### config.mk
export PLATFORM = sky130hd
export DESIGN_NAME = hazard_fwd_unit
export DESIGN_NICKNAME = d
export VERILOG_FILES = /design/src/rtl/hazard_fwd_unit_pkg.sv /design/src/rtl/hazard_fwd_unit_fwd_match.sv /design/src/rtl/hazard_fwd_unit.sv
export SDC_FILE = /design/constraint.sdc
export NUM_CORES = 1
export LEC_CHECK = 0
export ABC_CLOCK_PERIOD_IN_PS = 3700
export BUFFER_PORTS_ARGS = -buffer_cell sky130_fd_sc_hd__buf_2
export CELL_PAD_IN_SITES_DETAIL_PLACEMENT = 0
export CELL_PAD_IN_SITES_GLOBAL_PLACEMENT = 1
export CORE_ASPECT_RATIO = 1.5
export CORE_UTILIZATION = 44
export DETAILED_ROUTE_END_ITERATION = 6
export GPL_TIMING_DRIVEN = 0
export PLACE_DENSITY = 0.83
export SLEW_MARGIN = 20
export SYNTH_ARGS = -nofsm -noshare
export SYNTH_HDL_FRONTEND = slang
export SYNTH_SLANG_ARGS = --single-unit
### constraint.sdc
create_clock -name clk_i -period 3.7 [get_ports clk_i]
set_input_delay 0.37 -clock clk_i [delete_from_list [all_inputs] [get_ports clk_i]]
set_output_delay 0.37 -clock clk_i [all_outputs]
set_load 0.02 [all_outputs]
### src/rtl/hazard_fwd_unit_pkg.sv
// Shared widths, forwarding select encodings and the pipeline stage-entry record
// used by the hazard detection / forwarding unit.
package hazard_fwd_unit_pkg;

  localparam int unsigned REG_W = 5;
  localparam int unsigned SEL_W = 2;
  localparam int unsigned CNT_W = 16;

  localparam logic [SEL_W-1:0] FWD_RF  = 2'd0;
  localparam logic [SEL_W-1:0] FWD_MEM = 2'd1;
  localparam logic [SEL_W-1:0] FWD_WB  = 2'd2;

  typedef logic [REG_W-1:0] reg_idx_t;

  typedef struct packed {
    logic     valid;
    reg_idx_t rs;
    reg_idx_t rt;
    reg_idx_t rd;
    logic     uses_rs;
    logic     uses_rt;
    logic     regwrite;
    logic     memread;
  } stage_t;

  // True when a stage will write a non-zero register that matches idx.
  function automatic logic writes_reg(logic wr, reg_idx_t rd, reg_idx_t idx);
    return wr & (rd != '0) & (rd == idx);
  endfunction

endpackage

### src/rtl/hazard_fwd_unit_fwd_match.sv
// Per-operand forwarding select: MEM result wins over WB data; $0 is never forwarded.
module fwd_match
  import hazard_fwd_unit_pkg::*;
(
  input  reg_idx_t         src,
  input  logic             uses,
  input  logic             mem_wr,
  input  reg_idx_t         mem_rd,
  input  logic             wb_wr,
  input  reg_idx_t         wb_rd,
  output logic [SEL_W-1:0] sel_c
);

  always_comb begin
    sel_c = FWD_RF;
    if (uses && writes_reg(mem_wr, mem_rd, src)) begin
      sel_c = FWD_MEM;
    end else if (uses && writes_reg(wb_wr, wb_rd, src)) begin
      sel_c = FWD_WB;
    end
  end

endmodule

### src/rtl/hazard_fwd_unit.sv
// Tracks EX/MEM/WB entries to drive EX operand forwarding selects and the
// one-cycle load-use stall, with a saturating stall-cycle counter.
module hazard_fwd_unit
  import hazard_fwd_unit_pkg::*;
(
  input  logic        clk_i,
  input  logic        rst_i,
  input  logic        id_valid_i,
  input  logic [4:0]  id_rs_i,
  input  logic [4:0]  id_rt_i,
  input  logic [4:0]  id_rd_i,
  input  logic        id_uses_rs_i,
  input  logic        id_uses_rt_i,
  input  logic        id_regwrite_i,
  input  logic        id_memread_i,
  input  logic        flush_i,
  output logic [1:0]  fwd_a_sel_o,
  output logic [1:0]  fwd_b_sel_o,
  output logic        stall_o,
  output logic        bubble_o,
  output logic [15:0] stall_cnt_o
);

  stage_t             ex_q;
  stage_t             mem_q;
  stage_t             wb_q;
  stage_t             id_entry;
  logic [CNT_W-1:0]   stall_cnt_q;
  logic               load_use;

  always_comb begin
    id_entry          = '0;
    id_entry.valid    = id_valid_i;
    id_entry.rs       = id_rs_i;
    id_entry.rt       = id_rt_i;
    id_entry.rd       = id_rd_i;
    id_entry.uses_rs  = id_uses_rs_i;
    id_entry.uses_rt  = id_uses_rt_i;
    id_entry.regwrite = id_regwrite_i;
    id_entry.memread  = id_memread_i;
  end

  // A load in EX cannot feed the ID instruction in time; hold ID one cycle.
  always_comb begin
    load_use = id_valid_i & ex_q.valid & ex_q.memread & (ex_q.rd != '0) &
               ((id_uses_rs_i & (id_rs_i == ex_q.rd)) |
                (id_uses_rt_i & (id_rt_i == ex_q.rd)));
  end

  assign stall_o     = load_use & ~flush_i;
  assign bubble_o    = stall_o | flush_i | ~id_valid_i;
  assign stall_cnt_o = stall_cnt_q;

  always_ff @(posedge clk_i) begin
    if (rst_i) begin
      ex_q        <= '0;
      mem_q       <= '0;
      wb_q        <= '0;
      stall_cnt_q <= '0;
    end else begin
      wb_q  <= mem_q;
      mem_q <= ex_q;
      ex_q  <= bubble_o ? '0 : id_entry;
      if (stall_o && (stall_cnt_q != '1)) begin
        stall_cnt_q <= stall_cnt_q + CNT_W'(1);
      end
    end
  end

  fwd_match u_fwd_a (
    .src    (ex_q.rs),
    .uses   (ex_q.uses_rs),
    .mem_wr (mem_q.valid & mem_q.regwrite),
    .mem_rd (mem_q.rd),
    .wb_wr  (wb_q.valid & wb_q.regwrite),
    .wb_rd  (wb_q.rd),
    .sel_c  (fwd_a_sel_o)
  );

  fwd_match u_fwd_b (
    .src    (ex_q.rt),
    .uses   (ex_q.uses_rt),
    .mem_wr (mem_q.valid & mem_q.regwrite),
    .mem_rd (mem_q.rd),
    .wb_wr  (wb_q.valid & wb_q.regwrite),
    .wb_rd  (wb_q.rd),
    .sel_c  (fwd_b_sel_o)
  );

  // WB only needs its destination fields; the rest ride along for completeness.
  logic unused_wb;
  assign unused_wb = ^{wb_q.rs, wb_q.rt, wb_q.uses_rs, wb_q.uses_rt, wb_q.memread};

endmodule

==> flow_summary.toml, run 1 <==
[place]
place.gp.congestion = 0.873
dp_hpwl_um = 4090
portBuffers = 43
dp.cells = 350
placed_area_sq_mm = 0.00257

[sta]
clock_skew_ns = 0.00788
max_freq_mhz = 394
setup_viol_count_final = 0
slew_headroom_pct = 65.6
slew_viol_final = 0
hold_violations = 0
final.setup.tns_ns = 0
finalCritPeriodShare_pct = 68.7
fin_crit_ns = 2.54
worst_pin_slew_ns = 0.516
rsz0062_at_grt = "false"

[final_layout]
drive_above_1_share_pct = 21.2
multi_input_area_sq_mm = 0.00119
fill_cells = 516
utilization_pct = 55.0
seq_area_sq_mm = 0.00100
final_nets = 315
n_antenna_cell = 0
final_area_sq_mm = 0.00269
syn2layout_area_growth_pct = 18.0
final_cell_count_no_fill = 358

[pwr]
seqPwrFrac_pct = 54.9
power.share.combinational_pct = 6.4
power_density_mw_per_mm2 = 375
pwr-share-clk_pct = 38.7
p_int_mw = 0.780
power.switching_mw = 0.227
p_sw_share_pct = 22.6
cellLeakagePower_nw = 1.05
irDropWorstVdd_mv = 0.212

[clock_network]
clk_path_buf_depth = 2
ctsHoldBuffers = 0
cts_tree = "yes"
clkLatencyLatePin_ns = 0.30
clkSlewWorstSetupHoldPaths_ns = 0.09
post-cts-setup-buffer-count = 0
cts_sinks = 50
cts.htree.levels = 2
clockRootBuffer = "clkbuf_8"
post_cts_resized = 0
cts-buffers-inserted = 5

[synthesis]
synth_edf_count = 0
synthTopCellsByArea = "dfxtp_1 (44%), xnor2_1 (8.5%), and2_1 (5.8%)"
netlist.area_leader.share_pct = 44.0
ys_seq_area_share_pct = 44.0
postSynthAreaPerCell_sq_um = 9.45
yosys.cell_count.top_type = "dfxtp_1"
syn-cell-area_sq_mm = 0.00228
syn_inst = 241
synthDistinctLibCells = 35
yosysWarnings = 0
synth_common_cells = "dfxtp_1 (50), xnor2_1 (22), and2_1 (21)"
ys_ff_latch = 50
synth_largest_area_cell = "dfxtp_1"
syn-num-nets = 265
ys.flop_type = "dfxtp_1"
synth-async-reset-ratio_pct = 0

[global_routing]
overflow = 0
grt_pass1_wl_um = 8620
grt_antenna_before_repair = 0
grt_max_degree = 17
grt_pass1_vias = 1872
grt_usage_pct = 21.2

[die]
io_pins = 45
num_rows = 31
dieArea_sq_mm = 0.00547
placeableCoreArea_sq_mm = 0.00489
initial_core_util_pct = 46.6
die_y_um = 90.1
die_w_um = 60.7

[setup_path]
crit_type = "reg -> out"
crit_arrival_ns = 2.17
end_kind = "primary output"
critPathLaunchType = "flip-flop"
regToRegSetupSlack_ns = 1.39
path_max_fanout = 10
cp.required_ns = 3.33

[route]
antenna_left = 0
drt_first_pass_iters = 4
drt_iter0_drc = 52
post_drt_wl_per_cell_um = 14.6
viasPerCell = 5.26
vias = 1883
drcViolationCount = 0
wl_um = 5220

[flow_run]
max_cap_viol_count = 0

[status]
status = "finished clean"

[hold_path]
min_path_type = "in -> reg"
## through the flow
| stage | total power, mW | setup WS, ns | hold WS (ns) |
|---|---|---|---|
| global placement | 0.631 | 1.43 | 0.423 |
| floorplan | 0.605 | 1.60 | 0.414 |
| global route | 1.05 | 0.997 | 0.254 |
| CTS | 1.02 | 1.13 | 0.254 |
| detailed placement | 0.632 | 1.42 | 0.437 |
| finish | 1.01 | 1.16 | 0.260 |
## cell families (layout without fill, tap and decap cells)
logic type,count (synthesis),after routing,share of synthesized area (%)
mux,4,4,1.98
compound gates,32,32,10.4
simple gates,109,109,28.0
fa+ha+maj,1,1,0.549
buf+inv,15,66,3.57
flops,50,50,44.0
xor+xnor,30,30,11.5
## final timing paths
path	startpoint	cells past startpoint	end
setup / recovery	ex_q[4]$_SDFF_PP0_	7	stall_o
setup reg to reg	ex_q[4]$_SDFF_PP0_	6	stall_cnt_o[6]$_SDFFE_PP0P_
hold / removal	id_rd_i[4]	2	ex_q[8]$_SDFF_PP0_
hold reg to reg	ex_q[1]$_SDFF_PP0_	1	mem_q[1]$_SDFF_PP0_
## sequential cells by signal, indices dropped and copies added (netlist names)
signal / flops
mem_q: 7
stall_cnt_o: 16
wb_q: 7
ex_q: 20
## final cells by class
cell class / instances / area share [%]
timing repair buffer: 43 / 8.01
inverter: 5 / 0.698
clock buffer: 5 / 2.56
tap: 66 / 3.07
multi-input combinational: 176 / 44.5
sequential: 50 / 37.2
clock inverter: 3 / 1.63
buffer: 10 / 2.33
## layout by cell type (no fill, tap or decap), types with 2 or more instances in the layout
cell type  netlist  routed
nand4_1          9       9
nor3_1           6       6
nor2_1          12      12
nand3_1         10      10
or4_1           11      11
and2_1          21      21
a21oi_1         11      11
a31oi_1          2       2
buf_2            2      45
o211ai_1         2       2
clkbuf_1         4       4
nor4_1           7       7
dfxtp_1         50      50
buf_6            3       3
mux2_1           4       4
o21ai_0          2       2
xor2_1           8       8
nor2b_1         17      17
a211oi_1         2       2
xnor2_1         22      22
clkbuf_8         0       5
or4_4            2       2
o31ai_1          8       8
nand2_1         10      10
inv_1            5       5
## worst max-delay path, stage by stage (launching register included)
cell     delay (ns)
dfxtp_1        0.47
xnor2_1        0.15
nand4_1        0.19
o22a_1         0.34
buf_2          0.23
buf_2          0.21
nor2_1         0.10
buf_2          0.17
## metal layers
layer	part of all wire (%)	GRT usage (%)
met1	38	21.2
met2	58	41.3
met3	2.8	3.74
met4	1.3	6.25
met5	0	0
## power groups by stage
stage / combinational [mW] / sequential, mW / clock (mW)
2_1_floorplan: 0.0405 / 0.564 / 0
3_3_place_gp: 0.0644 / 0.566 / 0
3_5_place_dp: 0.0653 / 0.567 / 0
4_1_cts: 0.0656 / 0.554 / 0.399
5_1_grt: 0.0715 / 0.555 / 0.422
6_report: 0.0642 / 0.554 / 0.390
No activity file was read; power rests on OpenSTA's default activity.
==> run 2, diff against run 1 <==
- ABC_CLOCK_PERIOD_IN_PS: 3700 -> 2100
- CORE_UTILIZATION: 44 -> 37
- PLACE_DENSITY: 0.83 -> 0.75
- clock period: 3.7 -> 2.1 ns (I/O delays scaled with it)
==> run 2 against run 1 <==
Critical path depth shrank 1. Die area increased by 18%. Non-clock buffer count rose by 9. Clock power up 73%. Cell count is 4.2% higher. Global-route usage shrank 3.0 points.
==> flow_summary.toml, run 2 (synthesis gave the netlist of run 1 again) <==
[sta]
finalCritPeriodShare_pct = 98.1
worst_pin_slew_ns = 0.532
setup_viol_count_final = 0
hold_violations = 0
slew_viol_final = 0
max_freq_mhz = 485
setup_slack_ns = 0.0399
fin_crit_ns = 2.06
clock_skew_ns = 0.00852
rsz0062_at_grt = "true"
slew_headroom_pct = 64.5

[route]
vias = 1919
wl_um = 5600
drcViolationCount = 0
antenna_left = 0
drt_iter0_drc = 35
viasPerCell = 5.14
drt_first_pass_iters = 4
post_drt_wl_per_cell_um = 15.0

[global_routing]
grt_pass1_vias = 1919
grt_max_degree = 17
grt_antenna_before_repair = 0
grt_usage_pct = 18.2
overflow = 0
grt_pass1_wl_um = 8900

[setup_path]
crit_arrival_ns = 1.85
critPathLaunchType = "flip-flop"
cp-endpoint = "fwd_a_sel_o[1]"
cp.required_ns = 1.89
crit_start = "mem_q[4]$_SDFF_PP0_"
path_max_fanout = 2
rr_worst_depth = 6
worstReg2RegStart = "ex_q[4]$_SDFF_PP0_"
end_kind = "primary output"
r2r-end = "stall_cnt_o[6]$_SDFFE_PP0P_"
crit_type = "reg -> out"
regToRegSetupSlack_ns = 0.07

[final_layout]
largest-register = "ex_q"
final_nets = 324
final_common_cell = "buf_2"
n_antenna_cell = 0
syn2layout_area_growth_pct = 26.2
final_cell_mix = "buf_2 (41), dfxtp_1 (38), xnor2_1 (21), and2_1 (21), nor2b_1 (17)"
drive_above_1_share_pct = 30.6
largest_reg_flops = 20
utilization_pct = 49.0
final_area_sq_mm = 0.00287

[die]
die_y_um = 98.1
die_w_um = 66.1
io_pins = 45
placeableCoreArea_sq_mm = 0.00587
num_rows = 34
dieArea_sq_mm = 0.00648
initial_core_util_pct = 38.8

[place]
place_ws_ns = -0.0606
portBuffers = 43
placed_area_sq_mm = 0.00258
place.gp.congestion = 0.863
dp_hpwl_um = 4340

[clock_network]
cts.htree.levels = 2
clkLatencyLatePin_ns = 0.30
clk_path_buf_depth = 2
cts-buffers-inserted = 5
cts_sinks = 50
clkSlewWorstSetupHoldPaths_ns = 0.09
cts_tree = "yes"
ctsHoldBuffers = 0
clockRootBuffer = "clkbuf_8"

[pwr]
cellLeakagePower_nw = 1.09
power_density_mw_per_mm2 = 619
irDropWorstVdd_mv = 0.273

[hold_path]
min_path_type = "in -> reg"

[status]
status = "finished clean"

[flow_run]
max_cap_viol_count = 0
run 2: how the worst min path moves through the flow:
stage | endpoint | startpoint | cells after the start
2_1_floorplan | ex_q[0]$_SDFF_PP0_ | id_memread_i | 1
3_3_place_gp | ex_q[1]$_SDFF_PP0_ | id_regwrite_i | 2
3_5_place_dp | ex_q[8]$_SDFF_PP0_ | id_rd_i[4] | 2
4_1_cts | ex_q[8]$_SDFF_PP0_ | id_rd_i[4] | 2
5_1_grt | ex_q[8]$_SDFF_PP0_ | id_rd_i[4] | 2
6_report | ex_q[8]$_SDFF_PP0_ | id_rd_i[4] | 2
run 2: through the flow:
stage,std cells,power (mW),hold slack [ns],setup TNS [ns]
6_report,373,1.78,0.105,0
5_1_grt,373,1.85,0.0960,-0.107
4_1_cts,368,1.79,0.0925,0
3_5_place_dp,356,1.11,0.415,-0.174
3_3_place_gp,356,1.11,0.411,-0.206
2_1_floorplan,241,1.07,0.332,0
run 2: report_power, final:
group	total [mW]	internal (mW)	switching, mW
Combinational	0.130	0.0621	0.0681
Sequential	0.973	0.960	0.0130
Clock	0.676	0.354	0.322
Total	1.78	1.38	0.403
run 2: worst max-delay path, cell delays in order, from the launching register on:
cell      delay [ns]
dfxtp_2         0.33
or4_4           0.52
o211ai_1        0.17
buf_4           0.17
nor3_4          0.04
nor3_2          0.17
buf_4           0.16
run 2: cell type report:
class	instances	area, sq um
clock inverters	3	45.0
plain buffers	9	60.1
flip-flops and latches	50	1020
fillers	576	3000
well taps	72	90.1
clock buffers	5	68.8
inverters	5	18.8
multi-input cells	176	1270
repair buffers	53	295
run 2: per-layer routing:
layer	track usage [%]	up-vias	wire length, um
met1	18.3	909	2100
met4	5.24	0	70
met5	0	-	0
li1	-	966	-
met3	2.80	6	154
met2	36.3	38	3280
run 2: timing repair:
action                                  in CTS  in global routing
setup buffers                                5                  5
gates resized for setup                     18                 14
pin swaps                                    8                  8
endpoints found under the setup margin       7                  9
==> run 3, diff against run 2 <==
- ABC_AREA: default -> 1
- CORE_UTILIZATION: 37 -> 36
- GPL_ROUTABILITY_DRIVEN: default -> 0
==> run 3 against run 2 <==
The flow now finishes with violations (design-rule violations). Worst hold slack better by 0.0074 ns. Routed wire length grew 4.1%. Cell count grew 29%. Clock power down 20%. Critical path depth up 3. Critical path type unchanged. Highest routed layer unchanged.
==> flow_summary.toml, run 3 <==
[setup_path]
path_max_fanout = 9
crit_chain = "inv_2 > nand2_1 > nand2_1 > nor2_2 > nand3_2 > nand2_8 > nand2_4 > nor2_8 > buf_2"
slowest_delay_ns = 0.40
cp_slowest_cell = "dfxtp_1"
rr_worst_depth = 9
critPathLaunchType = "flip-flop"
path_depth = 9
crit_arrival_ns = 1.70
path_common_cell = "nand2_1"
crit_family = "simple AND/OR/NAND/NOR gates"
end_kind = "primary output"
cp.required_ns = 1.89
crit_type = "reg -> out"
cp_num_buf_inv = 2

[route]
vias = 2242
drcViolationCount = 2
viasPerCell = 4.64
drt_first_pass_iters = 6
wl_um = 5840
post_drt_wl_per_cell_um = 12.1
drt_iter0_drc = 72
antenna_left = 0

[sta]
finalCritPeriodShare_pct = 90.9
setup_viol_count_final = 0
slew_viol_final = 0
worst_pin_slew_ns = 0.470
setup_slack_ns = 0.192
final.setup.tns_ns = 0
hold_violations = 0
rsz0062_at_grt = "false"
slew_headroom_pct = 68.7
fin_crit_ns = 1.91
clock_skew_ns = 0.00660
max_freq_mhz = 524

[place]
portBuffers = 43
dp_hpwl_um = 4690
place_ws_ns = 0.498

[pwr]
pwr-share-clk_pct = 32.8
p_sw_share_pct = 24.7
power.share.combinational_pct = 8.2
irDropWorstVdd_mv = 0.326
power.switching_mw = 0.407
power_density_mw_per_mm2 = 557
finalPower_mw = 1.65
seqPwrFrac_pct = 59.0
p_int_mw = 1.24
cellLeakagePower_nw = 1.41

[synthesis]
ys_ff_latch = 50
netlist.area_leader.share_pct = 39.1
ys.flop_type = "dfxtp_1"
yosysWarnings = 0
synth_common_cells = "nand2_1 (72), nor2_1 (67), inv_1 (58)"
syn_inst = 355
postSynthAreaPerCell_sq_um = 7.21
syn-num-nets = 379
synthTopCellsByArea = "dfxtp_1 (39%), nand2_1 (11%), nor2_1 (9.8%)"
ys_seq_area_share_pct = 39.1
synth-async-reset-ratio_pct = 0
syn-cell-area_sq_mm = 0.00256
synthDistinctLibCells = 40
synth_edf_count = 0
synth_largest_area_cell = "dfxtp_1"
yosys.cell_count.top_type = "nand2_1"

[status]
violations = "design-rule violations"
status = "complete, but fails checks"

[final_layout]
drive_above_1_share_pct = 23.0
largest-register = "ex_q"
n_antenna_cell = 0
final_nets = 429
final_common_cell = "nand2_1"
syn2layout_area_growth_pct = 15.5
largest_reg_flops = 20
final_cell_mix = "nand2_1 (72), nor2_1 (67), inv_1 (58)"

[global_routing]
overflow = 0
grt_usage_pct = 16.8
grt_antenna_before_repair = 0
grt_pass1_wl_um = 9720
grt_max_degree = 16
grt_pass1_vias = 2146

[clock_network]
clkSlewWorstSetupHoldPaths_ns = 0.09
post-cts-setup-buffer-count = 0
cts_sinks = 50
clkLatencyLatePin_ns = 0.30
clockRootBuffer = "clkbuf_8"
cts.htree.levels = 2
cts-buffers-inserted = 5
cts_tree = "yes"
clk_path_buf_depth = 2
post_cts_resized = 0
ctsHoldBuffers = 0

[die]
die_y_um = 105
dieArea_sq_mm = 0.00746
placeableCoreArea_sq_mm = 0.00685
initial_core_util_pct = 37.4
die_w_um = 70.9
io_pins = 45
num_rows = 37

[hold_path]
min_path_type = "in -> reg"
min_delay_path_depth = 3

[flow_run]
max_cap_viol_count = 0
run 3: cells by family after synthesis:
logic type | share of synthesized area [%]
AND/OR/NAND/NOR | 39.9
buffers and inverters | 11.0
flip-flops | 39.1
AO/OA/AOI/OAI | 6.84
XOR/XNOR | 2.74
adder cells (fa/ha/maj) | 0.488
run 3: power by group through the flow:
stage / logic, mW / clock network [mW] / registers [mW]
after global placement: 0.137 / 0 / 0.995
after global routing: 0.152 / 0.598 / 0.975
after CTS: 0.139 / 0.561 / 0.973
after floorplan: 0.0871 / 0 / 0.992
after detailed placement: 0.138 / 0 / 0.995
final: 0.136 / 0.541 / 0.972
run 3: worst min-delay path, delay by kind of cell:
family / cells / cell delay (ns)
AND/OR/NAND/NOR: 1 / 0.03
buffers and inverters: 2 / 0.13
run 3: path summary, 6_finish.rpt:
| path | slack [ns] | endpoint | from |
|---|---|---|---|
| setup / recovery | 0.19 | stall_o | ex_q[8]$_SDFF_PP0_ |
| hold / removal | 0.11 | ex_q[1]$_SDFF_PP0_ | id_regwrite_i |
| setup reg to reg | 0.50 | stall_cnt_o[8]$_SDFFE_PP0P_ | stall_cnt_o[1]$_SDFFE_PP0P_ |
| hold reg to reg | 0.41 | mem_q[1]$_SDFF_PP0_ | ex_q[1]$_SDFF_PP0_ |
run 3: layout make-up:
| type | instances | area [sq um] |
|---|---|---|
| plain buffers | 5 | 33.8 |
| clock inverters | 2 | 15.0 |
| inverters | 66 | 248 |
| multi-input cells | 234 | 1280 |
| flip-flops and latches | 50 | 1000 |
| well taps | 78 | 97.6 |
| repair buffers | 43 | 215 |
| fillers | 734 | 3890 |
| clock buffers | 5 | 68.8 |
run 3: through the flow:
stage               cells  cell area, sq um  utilization (%)  hold WS (ns)
floorplan             355              2560                -         0.322
detailed placement    476              2870             41.9         0.402
global placement      476              2870             41.9         0.394
global route          483              2960             43.2         0.106
finish                483              2960             43.2         0.113
CTS                   483              2960             43.2         0.105
run 3: layer usage:
layer	up-vias	share of wire (%)	global-route usage [%]
met5	-	0	0
met4	0	1.1	4.71
met3	5	2.3	2.68
met2	29	59	35.2
met1	1012	38	16.0
li1	1196	-	-
